[src/rtl/display_pkg.sv]
// display_pkg: segment type, decode table and BCD-to-segment helper.
// HEX_DECODE_EN selects hex glyphs for codes 10..15 instead of a dash.
package display_pkg;
  typedef logic [6:0] seg_t;
  localparam seg_t SEG_OFF = 7'b0000000;
  localparam seg_t SEG_DASH = 7'b0000001;
  localparam seg_t SEG_DIGIT [0:15] = '{
    7'b1111110, 7'b0110000, 7'b1101101, 7'b1111001,
    7'b0110011, 7'b1011011, 7'b1011111, 7'b1110000,
    7'b1111111, 7'b1110011,
`ifdef HEX_DECODE_EN
    7'b1110111, 7'b0011111, 7'b1001110, 7'b0111101, 7'b1001111, 7'b1000111
`else
    SEG_DASH, SEG_DASH, SEG_DASH, SEG_DASH, SEG_DASH, SEG_DASH
`endif
  };
  function automatic seg_t bcd_to_seg(input logic [3:0] code);
    return SEG_DIGIT[code];
  endfunction
endpackage

[src/rtl/display_scan_timer.sv]
// display_scan_timer: per-digit slot counter, digit index and end-of-frame pulse.
module display_scan_timer #(
  parameter int DIGITS = 4,
  parameter int REFRESH_CYCLES = 10000,
  parameter int BLANK_CYCLES = 16,
  localparam int CW = $clog2(REFRESH_CYCLES),
  localparam int IW = (DIGITS > 1) ? $clog2(DIGITS) : 1
) (
  input  logic          clk,
  input  logic          reset,
  input  logic          run,
  output logic [CW-1:0] count,
  output logic [IW-1:0] index,
  output logic          blank,
  output logic          frame_done
);
  logic wrap, last;
  assign wrap = count == CW'(REFRESH_CYCLES - 1);
  assign last = index == IW'(DIGITS - 1);
  assign blank = int'(count) < BLANK_CYCLES;
  always_ff @(posedge clk) begin
    if (!reset || !run) begin
      count <= '0;
      index <= '0;
      frame_done <= 1'b0;
    end else begin
      count <= wrap ? '0 : count + CW'(1);
      index <= wrap ? (last ? '0 : index + IW'(1)) : index;
      frame_done <= wrap && last;
    end
  end
endmodule

[src/rtl/display_mux_n.sv]
// display_mux_n: N-digit multiplexed 7-segment driver with blanking and leading-zero suppression.
// HEX_DECODE_EN (via display_pkg) renders codes 10..15 as hex glyphs.
module display_mux_n
  import display_pkg::*;
#(
  parameter int DIGITS = 4,
  parameter int REFRESH_CYCLES = 10000,
  parameter int BLANK_CYCLES = 16,
  parameter int SEG_ACTIVE_LOW = 0,
  parameter int SEL_ACTIVE_LOW = 1
) (
  input  logic                clk,
  input  logic                reset,
  input  logic                valid_BCD,
  input  logic [4*DIGITS-1:0] BCD_code,
  input  logic [DIGITS-1:0]   dp_in,
  input  logic                blank_lz,
  output logic [6:0]          segments,
  output logic                dp,
  output logic [DIGITS-1:0]   display_select,
  output logic                frame_done
);
  localparam int CW = $clog2(REFRESH_CYCLES);
  localparam int IW = (DIGITS > 1) ? $clog2(DIGITS) : 1;
  localparam seg_t SEG_POL = (SEG_ACTIVE_LOW != 0) ? '1 : '0;
  localparam logic DP_POL = SEG_ACTIVE_LOW != 0;
  localparam logic [DIGITS-1:0] SEL_POL = (SEL_ACTIVE_LOW != 0) ? '1 : '0;
  logic [4*DIGITS-1:0] code;
  logic [DIGITS-1:0] dp_latch;
  logic loaded, blank, show, lz, dp_next;
  logic [CW-1:0] count;
  logic [IW-1:0] index;
  logic [3:0] digit;
  seg_t seg_next;
  logic [DIGITS-1:0] sel_next;
  display_scan_timer #(
    .DIGITS(DIGITS), .REFRESH_CYCLES(REFRESH_CYCLES), .BLANK_CYCLES(BLANK_CYCLES)
  ) timer (
    .clk(clk), .reset(reset), .run(loaded),
    .count(count), .index(index), .blank(blank), .frame_done(frame_done)
  );
  // A digit is a leading zero when it and everything above it is zero; digit 0 always shows.
  always_comb begin
    digit = code[4*index +: 4];
    lz = blank_lz && index != '0 && (code >> (4*index)) == '0;
    show = loaded && !blank;
    seg_next = (show && !lz) ? bcd_to_seg(digit) : SEG_OFF;
    sel_next = show ? (DIGITS'(1) << index) : '0;
    dp_next = show && dp_latch[index];
  end
  always_ff @(posedge clk) begin
    if (!reset) begin
      code <= '0;
      dp_latch <= '0;
      loaded <= 1'b0;
      segments <= SEG_POL;
      dp <= DP_POL;
      display_select <= SEL_POL;
    end else begin
      if (valid_BCD) begin
        code <= BCD_code;
        dp_latch <= dp_in;
        loaded <= 1'b1;
      end
      segments <= seg_next ^ SEG_POL;
      dp <= dp_next ^ DP_POL;
      display_select <= sel_next ^ SEL_POL;
    end
  end
endmodule

[config.mk]
export PLATFORM = sky130hd
export DESIGN_NAME = display_mux_n
export DESIGN_NICKNAME = d
export VERILOG_FILES = /design/src/rtl/display_pkg.sv /design/src/rtl/display_scan_timer.sv /design/src/rtl/display_mux_n.sv
export SDC_FILE = /design/constraint.sdc
export NUM_CORES = 1
export LEC_CHECK = 0
export CAP_MARGIN = 0
export CORE_MARGIN = 2
export CORE_UTILIZATION = 59
export CTS_BUF_LIST = sky130_fd_sc_hd__clkbuf_4 sky130_fd_sc_hd__clkbuf_8
export DETAILED_ROUTE_END_ITERATION = 8
export PLACE_DENSITY = 0.87
export SLEW_MARGIN = 20
export SYNTH_ARGS = -nofsm -noshare
export SYNTH_HDL_FRONTEND = slang
export SYNTH_SLANG_ARGS = --single-unit
[constraint.sdc]
create_clock -name clk -period 4.7 [get_ports clk]
set_clock_uncertainty 0.1 [all_clocks]
set_input_delay 0.705 -clock clk [delete_from_list [all_inputs] [get_ports clk]]
set_output_delay 0.705 -clock clk [all_outputs]
set_load 0.05 [all_outputs]
==> impl_metrics.csv <==
group,metric,value,unit
sta,tns,0,ns
floorplanning,rows,22,
clocking,ctsHoldBuffers,0,
logic_synthesis,yosys.area_share.simple,0.1948,
worst_setup_path,required,4.78,ns
routing,ant_nets,0,
global_route,grt_max_degree,24,
placed_design,place_congestion,0.8471,
routing,remaining_drc_errors,0,
global_route,gr-total-overflow,0,
sta,report.final.slew_viol_count,0,
routing,dr.pass1.iters,5,
routing,viasPerCell,5.305,
logic_synthesis,synth.cell_area,2261,sq um
clocking,root_buffer,"clkbuf_8",
clocking,clk_pin_slew,0.09,ns
worst_setup_path,start_kind,"flop",
clocking,cts.sinks,50,
global_route,first_global_vias,1554,
worst_setup_path,crit_path_max_fanout,13,
global_route,antenna_found_initial,0,
logic_synthesis,synth.area.mux_share,0.1660,
routing,wl_per_cell,13.40,um
floorplanning,initial_core_util,0.6176,
routing,via_count,1618,
clocking,numCtsBuffers,5,
placed_design,port_buffers,36,
worst_setup_path,crit_type,"reg2reg",
global_route,track_usage,0.2161,
global_route,grt_pass1_wl,7079,um
sta,worst_pin_slew,0.5966,ns
logic_synthesis,syn_avg_cell_area,10.14,sq um
layout,drive_gt1_frac,0.07004,
floorplanning,core_area,3661,sq um
power_and_ir_drop,power_density,299.6,nW/um^2
logic_synthesis,synth_xor_area_frac,0.04649,
logic_synthesis,synthDistinctLibCells,36,
layout,fin_nets,291,
flow_run,maxCapViolCount,0,
floorplanning,die_area,4343,sq um
sta,fin_crit,2.708,ns
placed_design,post-dp-hpwl,3076,um
logic_synthesis,synth_fa_ha_area_frac,0.05534,
worst_setup_path,endpoint_kind,"flop",
sta,slew-limit-headroom,0.5970,
clocking,ctsLongestPathBuffers,2,
power_and_ir_drop,peakVddDrop,232.6,uV
logic_synthesis,ys_ff_latch,50,
routing,wl,4086,um
power_and_ir_drop,p_leak,0.001032,uW
min_path,timing.hold.worst.class,"reg2reg",
sta,fmax,0.3693,GHz
clocking,insertion_delay,0.31,ns
logic_synthesis,syn-num-nets,257,
logic_synthesis,yosys_warnings,0,
layout,diodes,0,
floorplanning,die_h,65.91,um
layout,area_delta_synth_final,20.97,%
clocking,post-cts-setup-buffer-count,0,
sta,finalSetupViolCount,0,
floorplanning,pin_count,37,
outcome,status,"finished, final reports clean",
layout,final_core_utilization,0.7471,
worst_setup_path,arrival,2.79,ns
clocking,htreeDepth,2,
clocking,cts_tree,"built",
logic_synthesis,syn_inst,223,
logic_synthesis,synth_top_family_by_area,"simple AND/OR/NAND/NOR gates",
sta,fin_crit_sh,0.5761,
floorplanning,die_w,65.91,um
logic_synthesis,ys_seq_area_frac,0.4427,
sta,finalHoldViolations,0,
sta,grt_setup_unrepaired,"false",
logic_synthesis,synth-compound-area-share,0.05921,
routing,drtIter0Drc,126,
clocking,ctsResizeCount,0,
[worst paths after layout]
kind / startpoint / end / slack, ns / depth (start not counted)
worst max-delay path: timer.index[0]$_SDFFE_PP0P_ / segments[4]$_SDFF_PN0_ / 1.99 / 6
worst max register to register: timer.index[0]$_SDFFE_PP0P_ / segments[4]$_SDFF_PN0_ / 1.99 / 6
worst min-delay path: timer.count[0]$_SDFF_PP0_ / timer.count[0]$_SDFF_PP0_ / 0.38 / 1
worst min register to register: timer.count[0]$_SDFF_PP0_ / timer.count[0]$_SDFF_PP0_ / 0.38 / 1
[worst max-delay path: stages, from the launching register on]
cell,delay [ns]
dfxtp_1,0.67
mux4_1,0.75
inv_1,0.13
ha_1,0.21
nand3_1,0.12
o41ai_4,0.50
nor2_1,0.10
[cells in the mapped netlist]
| master | number | share of area |
|---|---|---|
| a211o_1 | 1 | 0.0039 |
| a211oi_2 | 1 | 0.0055 |
| a21oi_1 | 7 | 0.015 |
| a41oi_1 | 1 | 0.0039 |
| and2_1 | 1 | 0.0028 |
| and2_4 | 1 | 0.0039 |
| and2b_1 | 1 | 0.0033 |
| and3_1 | 1 | 0.0028 |
| and4_1 | 1 | 0.0039 |
| buf_2 | 4 | 0.0089 |
| buf_6 | 2 | 0.010 |
| clkbuf_1 | 3 | 0.0050 |
| dfxtp_1 | 50 | 0.44 |
| ha_1 | 10 | 0.055 |
| inv_1 | 7 | 0.012 |
| mux2_2 | 1 | 0.0050 |
| mux2i_1 | 24 | 0.11 |
| mux4_1 | 3 | 0.035 |
| mux4_2 | 2 | 0.020 |
| nand2_1 | 9 | 0.015 |
| nand2b_1 | 1 | 0.0028 |
| nand3_1 | 8 | 0.018 |
| nand4_1 | 4 | 0.011 |
| nor2_1 | 32 | 0.053 |
| nor2_2 | 1 | 0.0028 |
| nor2b_1 | 20 | 0.055 |
| nor3_1 | 3 | 0.0066 |
| nor4_1 | 3 | 0.0083 |
| o21a_1 | 1 | 0.0033 |
| o21ai_0 | 3 | 0.0066 |
| o22a_2 | 1 | 0.0044 |
| o41ai_1 | 1 | 0.0039 |
| o41ai_4 | 1 | 0.012 |
| or2_2 | 2 | 0.0055 |
| xnor2_1 | 7 | 0.027 |
| xor2_1 | 5 | 0.019 |
[final cells by class]
type	count	area [sq um]
Multi-Input combinational cell	157	1180
Clock buffer	6	82.58
Inverter	7	26.28
Fill cell	255	925.9
Timing Repair Buffer	36	355.3
Tap cell	48	60.06
Clock inverter	1	30.03
Sequential cell	50	1001
[through the flow]
step | setup WS [ns] | cells | power, uW | instance area, sq um | hold slack [ns]
finish | 1.992 | 305 | 819.6 | 2735 | 0.3826
global route | 1.790 | 305 | 854.6 | 2735 | 0.4243
CTS | 1.951 | 305 | 826.9 | 2740 | 0.3796
detailed placement | 1.800 | 298 | 529.4 | 2628 | 0.3595
global placement | 1.839 | 298 | 527.9 | 2628 | 0.3496
floorplan | 2.406 | 223 | 499.8 | 2261 | 0.3300
[kinds of logic after synthesis]
group / after synthesis
flops: 50
fa+ha+maj: 10
mux: 30
simple gates: 88
buf+inv: 16
xor+xnor: 12
compound gates: 17
[placed cells by master (no fill, tap or decap), drive strengths merged, types with 3 or more instances in the layout]
master	n
dfxtp	50
clkdlybuf4s50	35
nor2	33
mux2i	24
nor2b	20
ha	10
nand2	9
nand3	8
inv	7
a21oi	7
xnor2	7
clkbuf	6
xor2	5
mux4	5
nand4	4
nor4	3
nor3	3
o21ai	3
[sequential cells by signal (all words and copies together), names as in the netlist]
signal / flops
timer.index: 2
code: 16
display_select: 4
timer.frame_done: 1
dp: 1
loaded: 1
segments: 7
dp_latch: 4
timer.count: 14
[metal layers]
metal | vias to the layer above | global-route usage | share of wire
li1 | 825 | - | -
met1 | 744 | 0.2806 | 0.46
met2 | 42 | 0.3497 | 0.48
met3 | 7 | 0.04600 | 0.050
met4 | 0 | 0.08594 | 0.017
met5 | - | 0 | 0
[power breakdown]
group	switching, uW	total, uW	internal (uW)
Sequential	9.90	445	435
Clock	131	301	170
Combinational	31.8	74.2	42.3
Total	172	820	647
No activity file was read; power rests on OpenSTA's default activity.
